### config.mk
export PLATFORM = sky130hd
export DESIGN_NAME = shader_loader
export DESIGN_NICKNAME = d
export VERILOG_FILES = /design/src/rtl/shader_loader_pkg.sv /design/src/rtl/shader_loader_run_timer.sv /design/src/rtl/shader_loader.sv
export SDC_FILE = /design/constraint.sdc
export NUM_CORES = 1
export LEC_CHECK = 0
export ABC_AREA = 1
export BUFFER_PORTS_ARGS = -buffer_cell sky130_fd_sc_hd__buf_2
export CORE_ASPECT_RATIO = 1.2
export CORE_MARGIN = 2
export CORE_UTILIZATION = 40
export DETAILED_ROUTE_END_ITERATION = 12
export PLACE_DENSITY = 0.69
export SLEW_MARGIN = 20
export SYNTH_ARGS = -nofsm -noshare
export SYNTH_HDL_FRONTEND = slang
export SYNTH_SLANG_ARGS = --single-unit
export TNS_END_PERCENT = 50
### constraint.sdc
create_clock -name clock -period 1.8 [get_ports clock]
set_clock_uncertainty 0.15 [all_clocks]
set_input_delay 0.09 -clock clock [delete_from_list [all_inputs] [get_ports clock]]
set_output_delay 0.09 -clock clock [all_outputs]
set_load 0.1 [all_outputs]
### src/rtl/shader_loader_pkg.sv
// Shared constants for the shader core loader: header field layout, command
// codes and controller states.
package shader_loader_pkg;

    localparam int CMD_MSB   = 31;
    localparam int CMD_LSB   = 30;
    localparam int COUNT_LSB = 16;
    localparam int ADDR_MSB  = 15;
    localparam int ADDR_LSB  = 0;

    typedef enum logic [1:0] {
        CMD_INST = 2'b00,
        CMD_DATA = 2'b01,
        CMD_RUN  = 2'b10,
        CMD_RSVD = 2'b11
    } cmd_e;

    typedef enum logic [1:0] {
        IDLE       = 2'd0,
        WRITE      = 2'd1,
        CORE_RESET = 2'd2,
        RUN        = 2'd3
    } state_e;

endpackage

### src/rtl/shader_loader_run_timer.sv
// Run-cycle counter with a compare against the run timeout; a MAX_RUN_CYCLES
// of zero means the timeout never fires.
module run_timer
    import shader_loader_pkg::*;
#(
    parameter int unsigned MAX_RUN_CYCLES = 1000000
) (
    input  logic        clock,
    input  logic        reset_n,
    input  logic        clear,
    input  logic        enable,
    output logic [31:0] count,
    output logic        timeout
);

    always_ff @(posedge clock or negedge reset_n) begin
        if (!reset_n)
            count <= '0;
        else if (clear)
            count <= '0;
        else if (enable)
            count <= count + 32'd1;
    end

    // Fires during the last permitted run cycle so run drops after exactly MAX cycles.
    assign timeout = (MAX_RUN_CYCLES != 0) && (count == MAX_RUN_CYCLES - 32'd1);

endmodule

### src/rtl/shader_loader.sv
// Host-side loader: parses a command/payload word stream, writes the core's
// instruction/data RAMs, then resets and runs the core until halt or timeout.
module shader_loader
    import shader_loader_pkg::*;
#(
    parameter int          ADDRESS_WIDTH     = 16,
    parameter int          WORD_WIDTH        = 32,
    parameter int          COUNT_WIDTH       = 14,
    parameter int          CORE_RESET_CYCLES = 2,
    parameter int unsigned MAX_RUN_CYCLES    = 1000000
) (
    input  logic                     clock,
    input  logic                     reset_n,
    input  logic                     in_valid,
    input  logic [WORD_WIDTH-1:0]    in_data,
    output logic                     in_ready,
    output logic                     core_reset_n,
    output logic                     run,
    input  logic                     halted,
    output logic [ADDRESS_WIDTH-1:0] ext_write_address,
    output logic [WORD_WIDTH-1:0]    ext_write_data,
    output logic                     ext_enable_write_inst,
    output logic                     ext_enable_write_data,
    output logic                     busy,
    output logic                     done,
    output logic                     timed_out,
    output logic                     bad_cmd,
    output logic [31:0]              run_cycles
);

    localparam int RC_W = (CORE_RESET_CYCLES > 1) ? $clog2(CORE_RESET_CYCLES) : 1;

    state_e                   state;
    logic [ADDRESS_WIDTH-1:0] cur_addr;
    logic [COUNT_WIDTH-1:0]   remaining;
    logic                     target_inst;
    logic [RC_W-1:0]          rst_cnt;

    cmd_e                     hdr_cmd;
    logic [COUNT_WIDTH-1:0]   hdr_count;
    logic [ADDRESS_WIDTH-1:0] hdr_addr;
    logic                     accept;
    logic                     timer_clear;
    logic                     timeout;

    assign hdr_cmd     = cmd_e'(in_data[CMD_MSB:CMD_LSB]);
    assign hdr_count   = in_data[COUNT_LSB +: COUNT_WIDTH];
    assign hdr_addr    = ADDRESS_WIDTH'({in_data[ADDR_MSB:ADDR_LSB+2], 2'b00});
    assign accept      = in_valid && in_ready;
    assign timer_clear = (state == IDLE) && accept && (hdr_cmd == CMD_RUN);

    run_timer #(.MAX_RUN_CYCLES(MAX_RUN_CYCLES)) u_run_timer (
        .clock   (clock),
        .reset_n (reset_n),
        .clear   (timer_clear),
        .enable  (run),
        .count   (run_cycles),
        .timeout (timeout)
    );

    always_ff @(posedge clock or negedge reset_n) begin
        if (!reset_n) begin
            state                 <= IDLE;
            cur_addr              <= '0;
            remaining             <= '0;
            target_inst           <= 1'b0;
            rst_cnt               <= '0;
            in_ready              <= 1'b1;
            core_reset_n          <= 1'b0;
            run                   <= 1'b0;
            ext_write_address     <= '0;
            ext_write_data        <= '0;
            ext_enable_write_inst <= 1'b0;
            ext_enable_write_data <= 1'b0;
            busy                  <= 1'b0;
            done                  <= 1'b0;
            timed_out             <= 1'b0;
            bad_cmd               <= 1'b0;
        end else begin
            // Pulses default low; core_reset_n is only pulled low inside CORE_RESET.
            ext_enable_write_inst <= 1'b0;
            ext_enable_write_data <= 1'b0;
            done                  <= 1'b0;
            bad_cmd               <= 1'b0;
            core_reset_n          <= 1'b1;

            case (state)
                IDLE: begin
                    if (accept) begin
                        case (hdr_cmd)
                            CMD_INST, CMD_DATA: begin
                                if (hdr_count != '0) begin
                                    cur_addr    <= hdr_addr;
                                    remaining   <= hdr_count;
                                    target_inst <= (hdr_cmd == CMD_INST);
                                    busy        <= 1'b1;
                                    state       <= WRITE;
                                end
                            end
                            CMD_RUN: begin
                                timed_out    <= 1'b0;
                                core_reset_n <= 1'b0;
                                rst_cnt      <= RC_W'(CORE_RESET_CYCLES - 1);
                                in_ready     <= 1'b0;
                                busy         <= 1'b1;
                                state        <= CORE_RESET;
                            end
                            CMD_RSVD: bad_cmd <= 1'b1;
                        endcase
                    end
                end

                WRITE: begin
                    if (accept) begin
                        ext_write_address     <= cur_addr;
                        ext_write_data        <= in_data;
                        ext_enable_write_inst <= target_inst;
                        ext_enable_write_data <= !target_inst;
                        cur_addr              <= cur_addr + ADDRESS_WIDTH'(4);
                        remaining             <= remaining - COUNT_WIDTH'(1);
                        if (remaining == COUNT_WIDTH'(1)) begin
                            busy  <= 1'b0;
                            state <= IDLE;
                        end
                    end
                end

                CORE_RESET: begin
                    if (rst_cnt == '0) begin
                        run   <= 1'b1;
                        state <= RUN;
                    end else begin
                        rst_cnt      <= rst_cnt - RC_W'(1);
                        core_reset_n <= 1'b0;
                    end
                end

                RUN: begin
                    // run is high throughout RUN, so halted is only looked at here.
                    if (halted || timeout) begin
                        run       <= 1'b0;
                        done      <= 1'b1;
                        timed_out <= !halted;
                        in_ready  <= 1'b1;
                        busy      <= 1'b0;
                        state     <= IDLE;
                    end
                end
            endcase
        end
    end

endmodule

==> results summary, run 1 <==
The number of storage elements in the synthesis netlist is 119. The share of synthesized registers carrying an async set or reset came out at 100%. The top cell types in the final layout, fill and taps aside, are 224 x nand2_1, 121 x buf_2, 98 x nor2_1. STA classifies the critical path endpoint as an output port.

The floorplan row count came out at 50. On the critical path the largest part of the delay comes from flip-flops. Traced cell by cell, the critical path runs through buf_2. The post-route antenna net violation count is 0.

The synthesized area came out at 6340 um2. The maximum root-to-sink buffer count is 2. The number of max-slew violations in the final report is 0.

The biggest fanout along the worst timing path is 4. The final worst hold slack is 0.0639 ns. The register share of total power is 26.3%. The minimum clock period is 1.77 ns. The fmax came out at 564 MHz.

For this run the aggregate overflow at the end of global routing stands at 0. The share of total power dissipated in combinational logic is 54.3%. Synthesis instantiated 40 different standard cells from the library. The number of enable-type register cells in the synthesized netlist came out at 0. The arrival time at the worst endpoint is 1.53 ns. The number of sinks driven by the clock tree came out at 119. The maximum vdd ir drop came out at 1.69 mV. Net switching is 54.9% of the power. Yosys attributes the largest share of cell area to dfrtp_1 47%, nand2_1 14%, nor2_1 6.9%. The area of the core is 15,600 um2.

The critical path is of the flop to output port type. The power share of the clock group is 19.4%. The most common cell after layout, fill and taps aside is nand2_1. The clock-pin slew on the worst setup and hold paths is 0.06 ns. The maximum number of pins on one net before global-route repair came out at 66. The class of the tightest hold or removal check is input port to asynchronous set/reset pin. The headroom to the max-slew limit came out at 65.0%. In this run the number of cells on the critical path is 1.

Setup repair after global routing could not meet its margin everywhere. 0 antenna diodes ended up in the layout. Counting both buffers and inverters, the worst setup path holds a total of 1. The CTS tree is built. The count of yosys warnings during synthesis is 0. The net total in the final layout is 1,061. The average cell area after synthesis came out at 7.58 um2. The transition time at the pin with the least slew margin came out at 0.529 ns. The via count of the first global-routing pass came out at 6,024. The first global-routing pass estimated 29,200 um of wire. The largest individual stage delay along the critical path comes from the cell dfstp_4. Detailed placement finished with a half-perimeter wire length of 12,500 um. In this run the static leakage power is 4.30 nW. The final setup violation count is 0. The total global-route track usage came out at 21.6%. The initial core utilization came out at 40.7%. The total negative setup slack is 0 ns.

The data required time of the worst path is 1.56 ns. The source-to-sink clock delay at the later pin of the worst-skew pair came out at 0.42 ns. The worst setup path is launched from a flop. The number of I/O port buffers came out at 122. Power spread over the standard cell area amounts to 2060 nW/um2. The average wire per standard cell came out at 14.1 um. The fraction of the yosys area taken by sequential cells came out at 47.0%. The final-report hold violation count came out at 0. The final weighted congestion in routability-driven placement is 0.927.

The flow ran to the end, and the final reports show no timing, DRC or antenna violations. The commonest register cell after synthesis is dfrtp_1. The post-route netlist has 28.6% of its cells at a drive strength greater than 1. The height of the chip is 142 um. Clock tree synthesis inserted a total of 17 buffers.

The number of top-level pins is 125. Of all cell types, the one taking the most synthesized area is dfrtp_1. Before antenna repair, the detailed router went through 5 iterations. The total via count after detailed routing is 6,245.

The DRC violation count after routing is 0. OpenSTA, run right after detailed placement, puts the worst setup slack at 0.0328 ns. The analysis attributes to net switching a power of 9.80 mW. Summed over its instances, the top area cell type makes up 46.6% of the synthesized netlist area.

The layout overhead on the synthesized area came out at 36.8%. The final clock period utilization by the worst path came out at 98.5%. Using the TritonRoute via totals, the vias-per-cell ratio works out to 5.03. The overall die area is 16,900 um2. On the worst path, the slowest cell contributes a delay of 0.65 ns. The internal power came out at 8.06 mW.

The final setup slack of the worst path is 0.0274 ns. The maximum level of the CTS H-tree is 4. The detailed router's first-iteration violation count is 435. The number of max-cap violations came out at 0. The worst reg-to-reg path cell count is 7.

The number of antenna violations at the first check in global routing came out at 0. The root cell of the clock tree is clkbuf_16. In the synthesized netlist, the number of instances is 837.

The final wirelength came out at 17,500 um. The die is 119 um wide.
flip-flops by register name (all words and copies together) (netlist names), 2 cells and up:
name,cells
state,2
ext_write_data,32
remaining,14
u_run_timer.count,32
cur_addr,14
ext_write_address,14
metrics by stage:
| step | area (um2) | cells | total power, mW | util [%] |
|---|---|---|---|---|
| after detailed placement | 7520 | 1170 | 14.2 | 48.3 |
| after CTS | 8510 | 1239 | 17.8 | 54.6 |
| after floorplan | 6510 | 838 | 12.2 | - |
| after global routing | 8670 | 1242 | 18.8 | 55.7 |
| final | 8670 | 1242 | 17.9 | 55.7 |
| after global placement | 7520 | 1170 | 14.0 | 48.3 |
cell families after synthesis:
logic type	after synthesis	synth area share (%)
multiplexers	17	3.91
flip-flops	119	47.0
other	1	0.0591
AND/OR/NAND/NOR	451	29.6
AO/OA/AOI/OAI	114	9.63
buffers and inverters	125	8.17
adder cells (fa/ha/maj)	4	0.789
XOR/XNOR	6	0.829
cell type report:
type	instances	area (um2)
clock buffer	20	467
sequential	119	3070
timing repair buffer	189	1300
tap	208	260
clock inverter	12	144
multi-input combinational	594	3050
fill	1432	6910
inverter	100	384
Yosys cell counts (3+ instances only):
| library cell | instances |
|---|---|
| xor2_1 | 4 |
| ha_1 | 4 |
| a22oi_1 | 4 |
| nand3_1 | 55 |
| a21oi_1 | 23 |
| buf_6 | 3 |
| nand2_1 | 234 |
| o21ai_0 | 72 |
| inv_1 | 96 |
| dfrtp_1 | 118 |
| mux2_4 | 15 |
| nand4_1 | 17 |
| nor2_1 | 116 |
| o211ai_1 | 7 |
| buf_4 | 4 |
| nor3_1 | 18 |
| buf_2 | 8 |
| clkbuf_1 | 9 |
timing repair:
action                     CTS  global route
hold endpoints to repair   188             0
buffers inserted             0             3
gates resized for setup      0            50
hold buffers                37             0
setup endpoints to repair    0            30
per-layer routing:
metal | share of wire (%) | track usage (%) | up-vias | wire [um]
li1 | - | - | 3063 | -
met1 | 43 | 26.1 | 2950 | 7510
met2 | 50 | 37.3 | 191 | 8690
met3 | 4.6 | 4.42 | 41 | 810
met4 | 2.8 | 9.52 | 0 | 490
met5 | 0 | 0 | - | 0
final timing paths:
kind                                                        start                           endpoint  slack (ns)
worst max-delay path                         in_ready$_DFFE_PN1P_                           in_ready        0.03
worst min-delay path                                      reset_n   u_run_timer.count[7]$_DFFE_PN0P_        0.06
worst max register to register  u_run_timer.count[10]$_DFFE_PN0P_  u_run_timer.count[19]$_DFFE_PN0P_        0.04
worst min register to register                   busy$_DFFE_PN0P_                   busy$_DFFE_PN0P_        0.32
max in group asynchronous                                 reset_n               state[0]$_DFFE_PN0P_        1.03
min in group clock                                     in_data[1]      ext_write_data[1]$_DFFE_PN0P_        0.29
power groups by stage:
stage                     clock network, mW  logic [mW]  registers, mW
after floorplan                           0        2.72           9.49
after global placement                    0        9.39           4.65
after detailed placement                  0        9.49           4.67
after CTS                              3.53        9.58           4.66
after global routing                   3.66        10.3           4.83
final                                  3.47        9.70           4.70
worst reg2reg max path, delay by kind of cell, from the launching register on:
kind	cells	cell delay (ns)
simple gates	6	0.94
buf+inv	1	0.14
flops	1	0.43
Power figures use the tool's default switching activity.
==> inputs of run 2 (changes only) <==
ABC_AREA = 0   (was 1)
PLACE_DENSITY = 0.7   (was 0.69)
==> run 2 against run 1 <==
The flow now finishes with violations (negative setup slack). Sequential power down 43%. Setup slack worse by 0.21 ns. Hold slack better by 0.021 ns. Critical path type is now flop to flop. Largest power group is now clock.
==> results summary, run 2 <==
After routing the design area is 8620 um2. The number of enable-type register cells in the synthesized netlist is 0. The power per unit of standard cell area came out at 800 nW/um2. The layout overhead on the synthesized area is 52.0%. The die is 113 um wide. The instance count on the critical path is 6. The setup slack of the most critical reg-to-reg path came out at -0.18 ns. The synthesized area came out at 5670 um2. The root cell of the clock tree is clkbuf_16.

After layout, the worst setup slack is -0.183 ns. The post-route antenna net violation count came out at 0. The number of max-slew violations in the final report was 0. The most critical setup path has its endpoint at u_run_timer.count[12]$_DFFE_PN0P_. The maximum number of pins on one net before global-route repair is 64.

The height of the chip is 134 um. After synthesis the netlist holds a flip-flop and latch count of 119. The final-report hold violation count is 0. Timing would allow up to 504 MHz. The number of max-cap violations is 0. The DRC violation count after routing came out at 0.

The critical path is of the flop to flop type. The total global-route track usage is 21.6%. The most critical setup path has its startpoint at u_run_timer.count[1]$_DFFE_PN0P_.

The transition time at the pin with the least slew margin is 0.536 ns. The final setup violation count came out at 18. The net total in the final layout is 828. The data required time of the worst path is 2.00 ns. The worst register-to-register path has a depth of 6. The area of the core came out at 13,800 um2.

The maximum level of the CTS H-tree is 4. The nature of the critical path startpoint is a flop. The count of yosys warnings during synthesis is 0. The number of antenna violations at the first check in global routing came out at 0. Counting every instance in the synthesized netlist gives 548. The iteration count of the initial detailed-routing pass is 5.

The area share of the largest cell type after synthesis came out at 52.1%. Dividing the detail-routed wire length by the instance count gives 16.9 um. In the final layout, the registers with the most flip-flops are ext_write_data: 32 flops, u_run_timer.count: 32 flops. The leakage power summed over all cells came out at 4.06 nW. The final clock period utilization by the worst path is 110%. The post-detailed-placement half-perimeter wirelength came out at 10,600 um. The biggest fanout along the worst timing path is 5. In the post-synthesis netlist, the cell with the most instances is dfrtp_1. The final reports fail on negative setup slack. By count the netlist is led by 118 x dfrtp_1, 56 x nor2_1, 46 x mux2_2. The placed cell area came out at 7240 um2. On the worst path, the slowest cell contributes a delay of 0.51 ns. The maximum root-to-sink buffer count is 2.

The headroom to the max-slew limit is 64.5%. The floorplan row count is 47. The signal on the critical path passes through ha_4 > nand3_2 > or4_4 > buf_6 > or3_4 > a21oi_2. TritonCTS built the clock tree.

The vias per cell came out at 5.45. The TritonCTS buffer count came out at 17. In the layout the commonest cells are 120 x buf_2, 83 x dfrtp_1, 78 x buf_4.

The detailed router's first-iteration violation count is 416. The final worst hold slack is 0.0850 ns. The endpoint identified for the worst register-to-register timing path is u_run_timer.count[12]$_DFFE_PN0P_. The clock-pin slew on the worst setup and hold paths came out at 0.06 ns.

The commonest register cell after synthesis is dfrtp_1. The pre-CTS setup slack came out at -0.221 ns. The minimum clock period came out at 1.98 ns. Setup repair after global routing could not meet its margin everywhere. The maximum vdd ir drop came out at 0.576 mV. The unique cell type count in the Yosys netlist came out at 57. The slowest stage cell on the critical path is or4_4. The layout filler cell count came out at 1,078. After synthesis, flip-flops and latches occupy 52.5% of the total area.

The number of buffers and inverters on the critical path is 1. The number of I/O port buffers came out at 122. The average cell area after synthesis came out at 10.3 um2. The global-route wire length before repair came out at 26,000 um.

The share of synthesized registers carrying an async set or reset is 100%. The aggregate global routing overflow is 0. The library cell used most frequently in the layout, excluding fill and tap cells, is buf_2. The final weighted congestion in routability-driven placement came out at 0.895. For this design, the sink count on the clock tree is 119. After detailed routing, the total wire length is 16,400 um. The min-delay analysis places its worst path in the category input port to asynchronous set/reset pin.

The cell family with the largest share of critical-path delay is simple AND/OR/NAND/NOR gates. Sorting the synthesized cells by area gives the leading types as dfrtp_1 52%, mux2_2 9.1%, nor2_1 3.7%. The floorplan step defined a die boundary enclosing 15,100 um2. The total via count after detailed routing is 5,294. Summed over all instances, the cell type with the most area after synthesis is dfrtp_1. The fraction of layout instances using a drive strength above 1 came out at 48.7%. The worst register-to-register path begins at u_run_timer.count[1]$_DFFE_PN0P_.

The clock reaches the later pin of the worst-skew pair after 0.42 ns. The arrival time at the worst endpoint came out at 2.18 ns. In the final layout, the multi-input gates occupy 2810 um2. The number of top-level pins is 125. The antenna diode count came out at 0. The nature of the critical path endpoint is a flop. The register area is 3070 um2. The initial core utilization came out at 41.0%. The via count of the first global-routing pass came out at 5,271. The flow ran to the end, but the final reports show violations.
==> run 2: cell types whose count changed in the layout (fill, tap and decap cells not counted), moves of 12 or more <==
cell | before | now
nand2_1 | 224 | 36
inv_1 | 89 | 15
buf_4 | 24 | 78
nor2_1 | 98 | 53
mux2_2 | 2 | 46
nand3_1 | 50 | 11
o21ai_0 | 66 | 29
mux2_4 | 15 | 0
a21oi_1 | 23 | 36
nor2_2 | 15 | 3
xnor2_1 | 2 | 14
==> run 2: kinds of logic after synthesis <==
group	count (synthesis)	share of synthesized area [%]
other cells	1	0.0661
mux	48	9.49
fa+ha+maj	4	0.883
simple gates	184	16.8
flops	119	52.5
xor+xnor	25	3.86
buf+inv	44	3.35
compound gates	123	13.0
==> run 2: routing by layer <==
| layer | part of all wire, % | GRT usage [%] | routed length (um) |
|---|---|---|---|
| met1 | 41 | 26.1 | 6710 |
| met2 | 52 | 37.6 | 8540 |
| met3 | 5.1 | 5.06 | 828 |
| met4 | 2.0 | 7.93 | 323 |
| met5 | 0 | 0 | 0 |
==> run 2: per-stage QoR <==
| step | total power, mW | utilization [%] | setup TNS (ns) | cells |
|---|---|---|---|---|
| 5_1_grt | 7.08 | 62.4 | -3.28 | 972 |
| 3_3_place_gp | 2.91 | 52.4 | -2.12 | 893 |
| 2_1_floorplan | 2.77 | - | -8.04 | 549 |
| 3_5_place_dp | 2.91 | 52.4 | -3.35 | 893 |
| 4_1_cts | 6.94 | 60.6 | -1.79 | 963 |
| 6_report | 6.90 | 62.4 | -1.93 | 972 |
==> run 2: layout make-up <==
class                      count  area share (%)
clock buffer                  21            5.46
clock inverter                11            2.54
inverter                      15           0.653
multi-input combinational    386            32.6
sequential                   119            35.6
tap                          171            2.48
timing repair buffer         249            20.7
==> run 2: worst min-delay path, stage by stage <==
cell           delay, ns
dlygate4sd3_1       0.54
buf_4               0.15
buf_12              0.26
==> run 2: worst min-delay path by stage <==
stage	startpoint	endpoint	slack, ns
floorplan	reset_n	bad_cmd$_DFF_PN0_	-0.36
global placement	reset_n	u_run_timer.count[31]$_DFFE_PN0P_	-0.25
detailed placement	reset_n	u_run_timer.count[31]$_DFFE_PN0P_	-0.25
CTS	reset_n	u_run_timer.count[21]$_DFFE_PN0P_	0.08
global route	reset_n	u_run_timer.count[26]$_DFFE_PN0P_	0.12
finish	reset_n	u_run_timer.count[23]$_DFFE_PN0P_	0.09
==> run 2: repair_timing <==
item,4_1_cts,5_1_grt
hold endpoints to repair,186,0
buffers inserted,1,10
pin swaps,9,23
gates cloned,1,0
endpoints found under the setup margin,25,48
resized for setup,14,50
hold buffers,36,0
==> run 2: power breakdown <==
group | switching [mW] | leakage, nW | internal (mW)
sequential | 0 | 1.51 | 2.68
combinational | 0.135 | 2.23 | 0.119
clock | 1.26 | 0.322 | 2.71
==> inputs of run 3 (changes only) <==
CELL_PAD_IN_SITES_DETAIL_PLACEMENT = 0   (was default)
CELL_PAD_IN_SITES_GLOBAL_PLACEMENT = 1   (was default)
PLACE_DENSITY = 0.85   (was 0.7)
clock period = 2.4 ns   (was 1.8 ns; I/O delays follow)
==> run 3 against run 2 <==
The flow now finishes without violations. Clock power decreased by 40%. Combinational power decreased by 32%. Global-route usage decreased by 2.1 points. Critical endpoint is now target_inst$_DFFE_PN0P_. Largest cell class unchanged. Highest routed layer unchanged.
==> results summary, run 3 (same netlist as run 2, synthesis figures left out) <==
The run finished with clean final reports. The routed layout has 4,782 vias. The average wire per standard cell came out at 15.7 um.

The pre-CTS setup slack is 0.203 ns. The final-report hold violation count was 0. The first routing iteration left 142 violations. In the layout the commonest cells are 121 x buf_2, 99 x dfrtp_1, 56 x nor2_1.

The number of max-slew violations in the final report is 0. The root cell of the clock tree is clkbuf_16. The fraction of layout instances using a drive strength above 1 is 34.3%.

Max-cap violations in this run came to 0. The largest single stage delay on the critical path is 0.58 ns. The final setup slack of the worst path came out at 0.196 ns. The region available for standard cell placement spans 13,800 um2.

STA classifies the critical path endpoint as a flop. The power per unit of standard cell area is 610 nW/um2. Summed over all layers, the global routing overflow is 0. The maximum root-to-sink buffer count came out at 2. The reported net switching power came out at 0.956 mW. The leakage power summed over all cells came out at 3.62 nW. The most critical setup path has its startpoint at in_data[19]. CTS saw 119 sinks. Leaving out fill and tap cells, the most frequent cell in the layout is buf_2. The final wirelength came out at 14,000 um. The register share of total power came out at 44.0%. The floorplan row count came out at 47. The startpoint identified for the worst register-to-register timing path is u_run_timer.count[0]$_DFFE_PN0P_.

The number of buffers and inverters on the critical path is 3. Clock-pin slew was measured on the worst setup and hold paths at 0.05 ns. The worst setup path is launched from an input port. The switching power share of the total is 20.9%.

The total negative setup slack is 0 ns. The internal power came out at 3.61 mW. The transition time at the pin with the least slew margin came out at 0.542 ns.

The critical path goes through dlygate4sd3_1 > buf_2 > nor4_2 > a41oi_1 > nand2_1 > nand2_1 > o21ai_0 > dlygate4sd3_1. The biggest fanout along the worst timing path came out at 5. The maximum level of the CTS H-tree came out at 4. The width of the die came out at 113 um. The overall die area is 15,100 um2.

The path class of the tightest hold or removal check is input port to asynchronous set/reset pin. The slowest stage cell on the critical path is dlygate4sd3_1. The minimum clock period came out at 2.20 ns.

The worst path uses 91.8% of the clock period. For this run, the total global-route usage over all layers was measured as 19.5%. The DRC violation count after routing came out at 0. TritonCTS built the clock tree.

The maximum vdd ir drop is 0.537 mV. At the end of routability-driven placement, the weighted congestion stood at 0.827. The post-route antenna net violation count is 0. The layout filler cell count came out at 1,220. The post-detailed-placement half-perimeter wirelength is 9590 um.

The clock reaches the later pin of the worst-skew pair after 0.42 ns. The iteration count of the initial detailed-routing pass came out at 4. The arrival time at the worst endpoint is 2.40 ns. Setup repair after global routing left no endpoint under its margin. The net total in the final layout came out at 752.

The TritonCTS buffer count came out at 17. The data required time of the worst path came out at 2.59 ns. The setup slack of the most critical reg-to-reg path is 0.21 ns. By startpoint and endpoint, the worst setup path is classified as input port to flop.

In this run, the clock network consumes 52.3% of the power. The first global-routing pass estimated 23,700 um of wire. The final setup violation count came out at 0. The number of top-level pins came out at 125.

Timing would allow up to 454 MHz. The largest registers in the layout are ext_write_data: 32 flops, u_run_timer.count: 32 flops. The number of antenna violations at the first check in global routing is 0.

The via count of the first global-routing pass came out at 4,987. The vias per cell is 5.35. The layout overhead on the synthesized area came out at 32.1%.

Post-CTS timing repair inserted 0 buffers for setup. Buffers placed on the I/O ports in this run total 122. The final total power came out at 4.57 mW. Among cell families on the critical path, the largest total delay comes from buffers and inverters. The share of power burned in combinational logic is 3.8%. In this run the tightest slew margin relative to its limit is 63.6%. The maximum number of pins on one net before global-route repair came out at 60. The antenna diode count came out at 0. The height of the chip came out at 134 um. The initial core utilization is 41.0%.
==> run 3: changes by cell type in the layout (fill, tap and decap cells not counted), moves of 5 or more <==
cell      previous run  this run
dfrtp_4             17         2
nor3_2               9         0
buf_6                7         0
nor3_1               6        16
nor4_1               3         9
o21ai_0             29        37
buf_4               78        12
clkinv_2             0         5
o21ai_1              7         1
dfrtp_1             83        99
==> run 3: layout make-up <==
type | instances | area, um2 | share of cell area (%)
inverter | 15 | 56.3 | 0.752
timing repair buffer | 173 | 1140 | 15.2
sequential | 119 | 3010 | 40.2
multi-input combinational | 386 | 2520 | 33.7
clock buffer | 20 | 447 | 5.96
clock inverter | 10 | 108 | 1.44
tap | 171 | 214 | 2.86
==> run 3: through the flow <==
step	hold WS (ns)	std cells	util (%)	instance area, um2
after detailed placement	-0.0231	828	47.5	6570
after global routing	0.0982	894	54.2	7490
after CTS	0.0771	894	54.2	7480
after floorplan	-0.326	549	-	5700
after global placement	-0.0273	828	47.5	6570
final	0.0761	894	54.2	7490
==> run 3: worst paths after layout <==
| kind | to | depth (start not counted) |
|---|---|---|
| setup reg to reg | u_run_timer.count[30]$_DFFE_PN0P_ | 7 |
| setup / recovery | target_inst$_DFFE_PN0P_ | 8 |
| max in group asynchronous | in_ready$_DFFE_PN1P_ | 3 |
| hold reg to reg | ext_enable_write_data$_DFF_PN0_ | 1 |
| min in group clock | timed_out$_DFFE_PN0P_ | 3 |
| hold / removal | ext_write_data[26]$_DFFE_PN0P_ | 2 |
==> run 3: power groups by stage <==
stage	combinational, mW	clock, mW	sequential, mW
floorplan	0.0360	0	2.04
global placement	0.127	0	2.04
detailed placement	0.130	0	2.04
CTS	0.175	2.46	2.01
global route	0.190	2.55	2.01
finish	0.172	2.39	2.01
==> run 3: what timing repair did <==
action / 4_1_cts / 5_1_grt
setup endpoints to repair: 0 / 1
hold buffers: 36 / 0
hold endpoints to repair: 127 / 0
gates resized for setup: 0 / 1
==> run 3: per-layer routing <==
metal	part of all wire, %	vias to the layer above	global-route usage (%)
met1	41	2334	22.9
met3	4.1	24	4.56
met5	0	-	0
li1	-	2296	-
met4	2.3	0	9.96
met2	52	128	33.3
